===== src/rtl/kf_pkg.sv =====
// Shared encodings for the Kalman-filter microprogram sequencer: opcodes,
// destinations, instruction field positions and FSM states.
package kf_pkg;

    localparam int KF_ADDRW   = 5;
    localparam int KF_PCW     = 8;
    localparam int KF_FNW     = 3;
    localparam int KF_INSTW   = 3 + 2 + KF_ADDRW + KF_ADDRW + KF_FNW;
    localparam int KF_MAXWAIT = 64;

    // Field LSB positions, packed {op, dst, dira, dirb, fn} from MSB down.
    localparam int F_FN_LO  = 0;
    localparam int F_B_LO   = F_FN_LO + KF_FNW;
    localparam int F_A_LO   = F_B_LO + KF_ADDRW;
    localparam int F_DST_LO = F_A_LO + KF_ADDRW;
    localparam int F_OP_LO  = F_DST_LO + 2;

    typedef enum logic [2:0] {
        OP_NOP  = 3'd0,
        OP_ALU  = 3'd1,
        OP_MOV  = 3'd2,
        OP_HALT = 3'd3
    } op_e;

    typedef enum logic [1:0] {
        DST_BANK = 2'd0,
        DST_RQ   = 2'd1,
        DST_RD   = 2'd2,
        DST_NONE = 2'd3
    } dst_e;

    typedef enum logic [2:0] {
        S_IDLE, S_FETCH, S_ISSUE, S_WAIT, S_WB, S_DONE
    } state_e;

    // One-hot {rd_we, rq_we, write} for a destination; DST_NONE writes nothing.
    function automatic logic [2:0] dst_we(dst_e d);
        case (d)
            DST_BANK: return 3'b001;
            DST_RQ:   return 3'b010;
            DST_RD:   return 3'b100;
            default:  return 3'b000;
        endcase
    endfunction

endpackage


===== src/rtl/kf_instr_decode.sv =====
// Combinational split of a micro-instruction into op, destination, bank
// addresses, ALU function and an illegal-opcode flag.
module kf_instr_decode
    import kf_pkg::*;
#(
    parameter int ADDRW = KF_ADDRW,
    parameter int FNW   = KF_FNW,
    parameter int INSTW = KF_INSTW
) (
    input  logic [INSTW-1:0] instr_i,
    output op_e              op_o,
    output dst_e             dst_o,
    output logic [ADDRW-1:0] dira_o,
    output logic [ADDRW-1:0] dirb_o,
    output logic [FNW-1:0]   fn_o,
    output logic             illegal_o
);

    // Opcodes 4..7 all have the top bit set; the low bits then carry no meaning.
    assign illegal_o = instr_i[F_OP_LO+2];
    assign op_o      = op_e'({1'b0, instr_i[F_OP_LO +: 2]});
    assign dst_o     = dst_e'(instr_i[F_DST_LO +: 2]);
    assign dira_o    = instr_i[F_A_LO +: ADDRW];
    assign dirb_o    = instr_i[F_B_LO +: ADDRW];
    assign fn_o      = instr_i[F_FN_LO +: FNW];

endmodule


===== src/rtl/kf_sequencer.sv =====
// Microprogram sequencer: fetches from an external ROM, launches ALU ops,
// drives bank addresses and exactly one write enable per writeback.
module kf_sequencer
    import kf_pkg::*;
#(
    parameter int ADDRW   = KF_ADDRW,
    parameter int PCW     = KF_PCW,
    parameter int FNW     = KF_FNW,
    parameter int INSTW   = KF_INSTW,
    parameter int MAXWAIT = KF_MAXWAIT
) (
    input  logic             clk,
    input  logic             rst_n,
    input  logic             start,
    input  logic             abort,
    output logic [PCW-1:0]   pc,
    input  logic [INSTW-1:0] instr,
    output logic             alu_start,
    output logic [FNW-1:0]   alu_fn,
    input  logic             alu_done,
    output logic             route_sel,
    output logic [ADDRW-1:0] dira,
    output logic [ADDRW-1:0] dirb,
    output logic             write,
    output logic             rq_we,
    output logic             rd_we,
    output logic             busy,
    output logic             done,
    output logic             err
);

    localparam int WCW = $clog2(MAXWAIT + 1);

    state_e           state_q;
    op_e              op_q;
    dst_e             dst_q;
    logic             ill_q;
    logic [WCW-1:0]   wait_q;
    logic [PCW-1:0]   pc_q;
    logic [ADDRW-1:0] dira_q, dirb_q;
    logic [FNW-1:0]   alu_fn_q;
    logic             alu_start_q, route_sel_q, write_q, rq_we_q, rd_we_q;
    logic             busy_q, done_q, err_q;

    op_e              dec_op;
    dst_e             dec_dst;
    logic [ADDRW-1:0] dec_a, dec_b;
    logic [FNW-1:0]   dec_fn;
    logic             dec_ill;

    kf_instr_decode #(.ADDRW(ADDRW), .FNW(FNW), .INSTW(INSTW)) u_dec (
        .instr_i   (instr),
        .op_o      (dec_op),
        .dst_o     (dec_dst),
        .dira_o    (dec_a),
        .dirb_o    (dec_b),
        .fn_o      (dec_fn),
        .illegal_o (dec_ill)
    );

    always_ff @(posedge clk or negedge rst_n) begin
        if (!rst_n) begin
            state_q     <= S_IDLE;
            op_q        <= OP_NOP;
            dst_q       <= DST_BANK;
            ill_q       <= 1'b0;
            wait_q      <= '0;
            pc_q        <= '0;
            dira_q      <= '0;
            dirb_q      <= '0;
            alu_fn_q    <= '0;
            alu_start_q <= 1'b0;
            route_sel_q <= 1'b0;
            write_q     <= 1'b0;
            rq_we_q     <= 1'b0;
            rd_we_q     <= 1'b0;
            busy_q      <= 1'b0;
            done_q      <= 1'b0;
            err_q       <= 1'b0;
        end else begin
            alu_start_q <= 1'b0;
            done_q      <= 1'b0;
            write_q     <= 1'b0;
            rq_we_q     <= 1'b0;
            rd_we_q     <= 1'b0;
            if (abort && state_q != S_IDLE) begin
                state_q <= S_IDLE;
                busy_q  <= 1'b0;
            end else begin
                case (state_q)
                    S_IDLE: if (start) begin
                        state_q <= S_FETCH;
                        pc_q    <= '0;
                        err_q   <= 1'b0;
                        busy_q  <= 1'b1;
                    end
                    S_FETCH: begin
                        op_q     <= dec_op;
                        dst_q    <= dec_dst;
                        ill_q    <= dec_ill;
                        dira_q   <= dec_a;
                        dirb_q   <= dec_b;
                        alu_fn_q <= dec_fn;
                        state_q  <= S_ISSUE;
                    end
                    S_ISSUE: if (ill_q) begin
                        err_q   <= 1'b1;
                        done_q  <= 1'b1;
                        state_q <= S_DONE;
                    end else begin
                        case (op_q)
                            OP_NOP: if (pc_q == '1) begin
                                err_q   <= 1'b1;
                                done_q  <= 1'b1;
                                state_q <= S_DONE;
                            end else begin
                                pc_q    <= pc_q + 1'b1;
                                state_q <= S_FETCH;
                            end
                            OP_ALU: begin
                                alu_start_q <= 1'b1;
                                wait_q      <= '0;
                                state_q     <= S_WAIT;
                            end
                            OP_MOV: begin
                                route_sel_q <= 1'b1;
                                {rd_we_q, rq_we_q, write_q} <= dst_we(dst_q);
                                state_q     <= S_WB;
                            end
                            default: begin
                                done_q  <= 1'b1;
                                state_q <= S_DONE;
                            end
                        endcase
                    end
                    S_WAIT: if (alu_done) begin
                        route_sel_q <= 1'b0;
                        {rd_we_q, rq_we_q, write_q} <= dst_we(dst_q);
                        state_q     <= S_WB;
                    end else if (wait_q == WCW'(MAXWAIT - 1)) begin
                        err_q   <= 1'b1;
                        done_q  <= 1'b1;
                        state_q <= S_DONE;
                    end else begin
                        wait_q <= wait_q + 1'b1;
                    end
                    // The enable pulse is live during this cycle; only advance here.
                    S_WB: if (pc_q == '1) begin
                        err_q   <= 1'b1;
                        done_q  <= 1'b1;
                        state_q <= S_DONE;
                    end else begin
                        pc_q    <= pc_q + 1'b1;
                        state_q <= S_FETCH;
                    end
                    S_DONE: begin
                        state_q <= S_IDLE;
                        busy_q  <= 1'b0;
                    end
                    default: state_q <= S_IDLE;
                endcase
            end
        end
    end

    assign pc        = pc_q;
    assign alu_start = alu_start_q;
    assign alu_fn    = alu_fn_q;
    assign route_sel = route_sel_q;
    assign dira      = dira_q;
    assign dirb      = dirb_q;
    assign write     = write_q;
    assign rq_we     = rq_we_q;
    assign rd_we     = rd_we_q;
    assign busy      = busy_q;
    assign done      = done_q;
    assign err       = err_q;

endmodule


===== config.mk =====
export PLATFORM = sky130hd
export DESIGN_NAME = kf_sequencer
export DESIGN_NICKNAME = d
export VERILOG_FILES = /design/src/rtl/kf_pkg.sv /design/src/rtl/kf_instr_decode.sv /design/src/rtl/kf_sequencer.sv
export SDC_FILE = /design/constraint.sdc
export NUM_CORES = 1
export LEC_CHECK = 0
export ABC_CLOCK_PERIOD_IN_PS = 2500
export BUFFER_PORTS_ARGS = -buffer_cell sky130_fd_sc_hd__clkbuf_2
export CAP_MARGIN = 20
export CORE_MARGIN = 3
export CORE_UTILIZATION = 45
export CTS_CLUSTER_SIZE = 28
export DETAILED_ROUTE_END_ITERATION = 8
export GPL_ROUTABILITY_DRIVEN = 1
export GPL_TIMING_DRIVEN = 0
export PLACE_DENSITY = 0.68
export SYNTH_ARGS = -nofsm -noshare
export SYNTH_HDL_FRONTEND = slang
export SYNTH_HIERARCHICAL = 1
export SYNTH_SLANG_ARGS = --single-unit

===== constraint.sdc =====
create_clock -name clk -period 2.5 [get_ports clk]
set_input_delay 0.25 -clock clk [delete_from_list [all_inputs] [get_ports clk]]
set_output_delay 0.25 -clock clk [all_outputs]
set_load 0.02 [all_outputs]

# Word level (Yosys, flattened, before mapping)
# Cells that the tools add are included.
# classes
addsub	2
reduce_logical	17
muxes	59
n_eq_ne	23
bitwise_logic	1
# op_table
operator	count
2-to-1 mux 1 bit	32
2-to-1 mux 8 bit	4
2-to-1 mux 7 bit	4
case mux 8 bit (3 select lines)	1
2-to-1 mux 3 bit	6
case mux 3 bit (3 select lines)	2
case mux 3 bit (5 select lines)	1
inequality test 2 bit (second input constant)	7
case mux 7 bit (2 select lines)	1
case mux 1 bit (2 select lines)	6
AND reduction 6 bit	2
AND reduction 5 bit	2
nonzero test 3 bit	3
adder 8 x 1 -> 8 bit (second input constant)	1
equality test 8 bit (second input constant)	1
adder 7 x 1 -> 7 bit (second input constant)	1
equality test 7 x 6 -> 1 bit (second input constant)	1
equality test 3 x 2 -> 1 bit (second input constant)	2
equality test 3 bit (second input constant)	2
logical NOT 3 bit	2
AND reduction 2 bit	3
equality test 2 x 1 -> 1 bit (second input constant)	2
equality test 2 bit (second input constant)	2
inequality test 2 x 1 -> 1 bit (second input constant)	2
12 further kinds	12
# totals
ff_bits	44
inputBits	23
elab_cells	119
output_inout_bits	29

# Longest topological paths before layout
# depth
word_depth	6
mapped_depth	7
depth_no_buf	6

# Hierarchy
# Netlist, hierarchy kept.
# modules_own_cells
module	seq_area_each_um2	area_per_inst_um2	instances	cells_per_inst
kf_sequencer	1126.1	2217.1	1	207
kf_instr_decode	0.0	146.4	1	20

# Least setup slack after synthesis
# No wires, ideal clock.
# synth_path
path_type	reg2reg
from	register, netlist name pc[0]
to	register busy_q, in the netlist busy
period_less_slack_ns	1.744
n_path_buf	0
setup_slack_ns	0.756
stages_incl_launch_ff	6
required_time_ns	2.377
arrival_time_ns	1.621
setup_time_ns	0.123
cell_sequence	dfrtp_1 -> ha_1 -> nand3_1 -> a2111oi_2 -> a21oi_2 -> o221a_1
# synth_rtl
element	line	rtl
end signal: assignment	kf_sequencer.sv:77	busy_q <= 1'b0;
end signal: assignment	kf_sequencer.sv:88	busy_q <= 1'b0;
end signal: assignment	kf_sequencer.sv:95	busy_q <= 1'b1;
end: declaration	kf_sequencer.sv:43	logic busy_q, done_q, err_q;

# Worst setup path in the final report
# layout_path
from	register state_q[2]
to	register dira_q[2], in the netlist dira[2]
# layout_via
elab_chain_len	4
elab_cells_between_ends	5
cone_classes	eq/ne: 1; bitwise: 1; reduce/logical: 3
# layout_rtl
element	line	rtl
start: declaration	kf_sequencer.sv:34	state_e state_q;
start signal: assignment	kf_sequencer.sv:63	state_q <= S_IDLE;
start signal: assignment	kf_sequencer.sv:87	state_q <= S_IDLE;
start signal: assignment	kf_sequencer.sv:92	state_q <= S_FETCH;
nonzero test 3 bit	kf_sequencer.sv:86	if (abort && state_q != S_IDLE) begin
logical AND 1 bit	kf_sequencer.sv:86	
inverter 1 bit (no line)	--	
AND reduction 2 bit (no line) *	--	
end signal: assignment	kf_sequencer.sv:69	dira_q <= '0;
end signal: assignment	kf_sequencer.sv:101	dira_q <= dec_a;
end: declaration	kf_sequencer.sv:40	logic [ADDRW-1:0] dira_q, dirb_q;
# Every way passes the cells marked *; elsewhere a longest branch is shown, timed or not.
# A chain may end at the register's enable or synchronous reset.

==> impl_metrics.yaml <==
worst_setup_path:
  required_ns: 2.68
  critPathMaxFanout: 10
  cpMostUsedCell: "buf_2"
  crit_family: "buffers and inverters"
  endpoint_kind: "flip-flop"
  slowest_stage: "dfrtp_1"
  critPathLaunchType: "flip-flop"
  crit_type: "reg2reg"
  critPathMaxStageDelay_ns: 0.43
  cp_num_buf_inv: 3
  worstPathCellList: "buf_2, nor4b_1, buf_2, buf_4, mux2_1"
  cp.arrival_ns: 2.13
  r2r_slack_ns: 0.55
synthesis:
  syn-instance-count: 227
  synth_nets: 252
  synth_cell_type_count: 52
  synth-seq-cells: 45
  synth_warnings: 6
  synth_edf_count: 0
  synth_top_area_cell: "dfrtp_1"
  synth_area_sq_um: 2360
  yosysSeqAreaShare_pct: 47.6
  synthFlopType: "dfrtp_1"
  synth_area_leaders: "dfrtp_1, buf_4, mux2_1"
  synth_top_area_share_pct: 47.6
  syn_avg_cell_area_sq_um: 10.4
  async_flop_share_pct: 100
detailed_routing:
  post_drt_wl_per_cell_um: 14.1
  drt_iter0_markers: 93
  final_antenna_net_count: 0
  vias: 1812
  route.detailed.drc: 0
  firstDrtPassIters: 4
  routed_via_density: 5.38
  drt-total-wl_um: 4740
clock_tree:
  clk_transition_reported_paths_ns: 0.08
  h-tree-depth: 2
  cts-resized-gates: 0
  cts_setup_buffers: 0
  hold_buffers: 1
  clk_latency_ns: 0.29
  clock-sinks: 45
  numCtsBuffers: 5
  clock_path_buffers: 2
  cts_tree: "yes"
  clockRootBuffer: "clkbuf_8"
placement:
  routabilityCongestion: 0.892
  dp_hpwl_um: 3530
  dpl_cell_area_sq_um: 2630
  port_buffers: 33
  place_ws_ns: 0.562
timing:
  finalCriticalPeriod_ns: 1.95
  fmax_mhz: 514
  slew_viol_final: 0
  fin_crit_sh_pct: 77.9
  timing.setup.tns_ns: 0
  fin_ws_ns: 0.553
  hold_violations: 0
  rsz0062_at_grt: "false"
  skew_ns: 0.00583
  setup_viol: 0
global_routing:
  grt_use_total_pct: 16.3
  grt_max_degree: 34
  overflow: 0
  grt_first_pass_wirelength_um: 8000
  antenna_found_initial: 0
  grt_pass1_vias: 1736
power_and_ir_drop:
  vdd_drop_max_mv: 0.452
  pwr-share-clk_pct: 16.5
  cellPowerDensity_nw_per_um2: 1020
  seq_power_share_pct: 39.7
  combPwrFrac_pct: 43.8
  power.net_switching_mw: 1.11
  swShare_pct: 39.6
  p_leak_nw: 1.27
  intPower_mw: 1.69
run_status:
  status: "finished, final reports clean"
final_layout:
  nFillCells: 441
  layout_common_cells: "dfrtp_1, clkbuf_2, buf_4"
  layout_commonest_cell: "dfrtp_1"
  diodes: 0
  drive_above_1_share_pct: 31.1
  final_util_pct: 55.8
  nets: 294
  syn_to_final_growth_pct: 15.9
  final_area_sq_um: 2740
floorplan:
  dieArea_sq_um: 6160
  die_h_um: 78.5
  io_pins: 52
  start_util_pct: 48.1
  rows: 25
  fp.dieW_um: 78.5
  core_area_sq_um: 4910
worst_hold_path:
  hold_class: "in2reg"
flow_run:
  max_cap_viol_count: 0
[layout make-up]
class,count,area (sq um),share of cell area [%]
Sequential cell,45,1130,41.1
Tap cell,67,83.8,3.06
Multi-Input combinational cell,148,1030,37.5
Timing Repair Buffer,35,195,7.13
Clock inverter,2,13.8,0.503
Inverter,8,31.3,1.14
Clock buffer,6,82.6,3.02
Buffer,26,180,6.58
[through the flow]
| step | std cells | hold slack, ns | power, mW |
|---|---|---|---|
| after floorplan | 227 | -0.0456 | 2.01 |
| after global placement | 327 | 0.459 | 2.33 |
| after detailed placement | 328 | 0.188 | 2.36 |
| after CTS | 337 | 0.160 | 2.83 |
| after global routing | 337 | 0.156 | 3.00 |
| final | 337 | 0.167 | 2.81 |
[flip-flops by register name, indices dropped and copies added, names as in the netlist, 2 cells and up]
name     flops
alu_fn       3
dira         5
dirb         5
dst_q        2
op_q         3
pc           8
state_q      3
wait_q       7
[cells by family after synthesis]
family | count (synthesis) | share of synthesized area, %
AO/OA/AOI/OAI | 45 | 14.1
XOR/XNOR | 3 | 1.11
adder cells (fa/ha/maj) | 2 | 1.06
buffers and inverters | 34 | 8.95
flip-flops | 45 | 47.6
multiplexers | 22 | 10.4
other | 1 | 0.159
AND/OR/NAND/NOR | 75 | 16.6
[power by group through the flow]
stage               registers [mW]  logic, mW  clock network (mW)
finish                        1.11       1.23               0.463
global placement              1.12       1.21                   0
global route                  1.14       1.34               0.511
detailed placement            1.13       1.23                   0
CTS                           1.12       1.23               0.486
floorplan                     1.28      0.734                   0
[metal layers]
metal	share of wire (%)	wire length (um)	track usage, %	up-vias
li1	-	-	-	876
met1	44	2100	20.1	882
met2	49	2310	28.2	49
met3	5.6	266	3.78	5
met4	1.2	58	5.42	0
met5	0	0	0	-
[final timing paths]
kind / startpoint / endpoint / depth (start not counted)
min in group asynchronous: rst_n / pc[2]$_DFFE_PN0P_ / 2
max in group asynchronous: rst_n / wait_q[5]$_DFFE_PN0P_ / 3
max: state_q[2]$_DFFE_PN0P_ / dira[2]$_DFFE_PN0P_ / 5
min: instr[7] / dirb[4]$_DFFE_PN0P_ / 2
max reg2reg: state_q[2]$_DFFE_PN0P_ / dira[2]$_DFFE_PN0P_ / 5
min reg2reg: dst_q[0]$_DFFE_PN0P_ / rd_we$_DFF_PN0_ / 1
[cell usage after synthesis, types with 2 or more instances]
master and instances:
xnor2_1 2, nor2b_1 6, mux2_1 10, mux2_2 10, nor3b_1 4, nand2_1 20
a31oi_1 3, mux2i_1 2, clkbuf_1 2, o22a_1 2, ha_1 2, a21oi_1 4
inv_1 7, a2111oi_2 2, o31ai_1 3, nor3_1 8, buf_2 3, a211oi_1 2
o21ai_0 9, nor2_1 13, buf_4 21, o21ai_1 3, nand3_1 8, dfrtp_1 45
a22o_1 3, nand4b_1 2, nand2b_1 5, o21a_1 2
[worst register-to-register path: stages, from the launching register on]
cell and delay (ns):
dfrtp_1 0.43, buf_2 0.21, nor4b_1 0.32, buf_2 0.30
buf_4 0.24, mux2_1 0.34
Note: power is estimated with default switching activity, not from simulation.
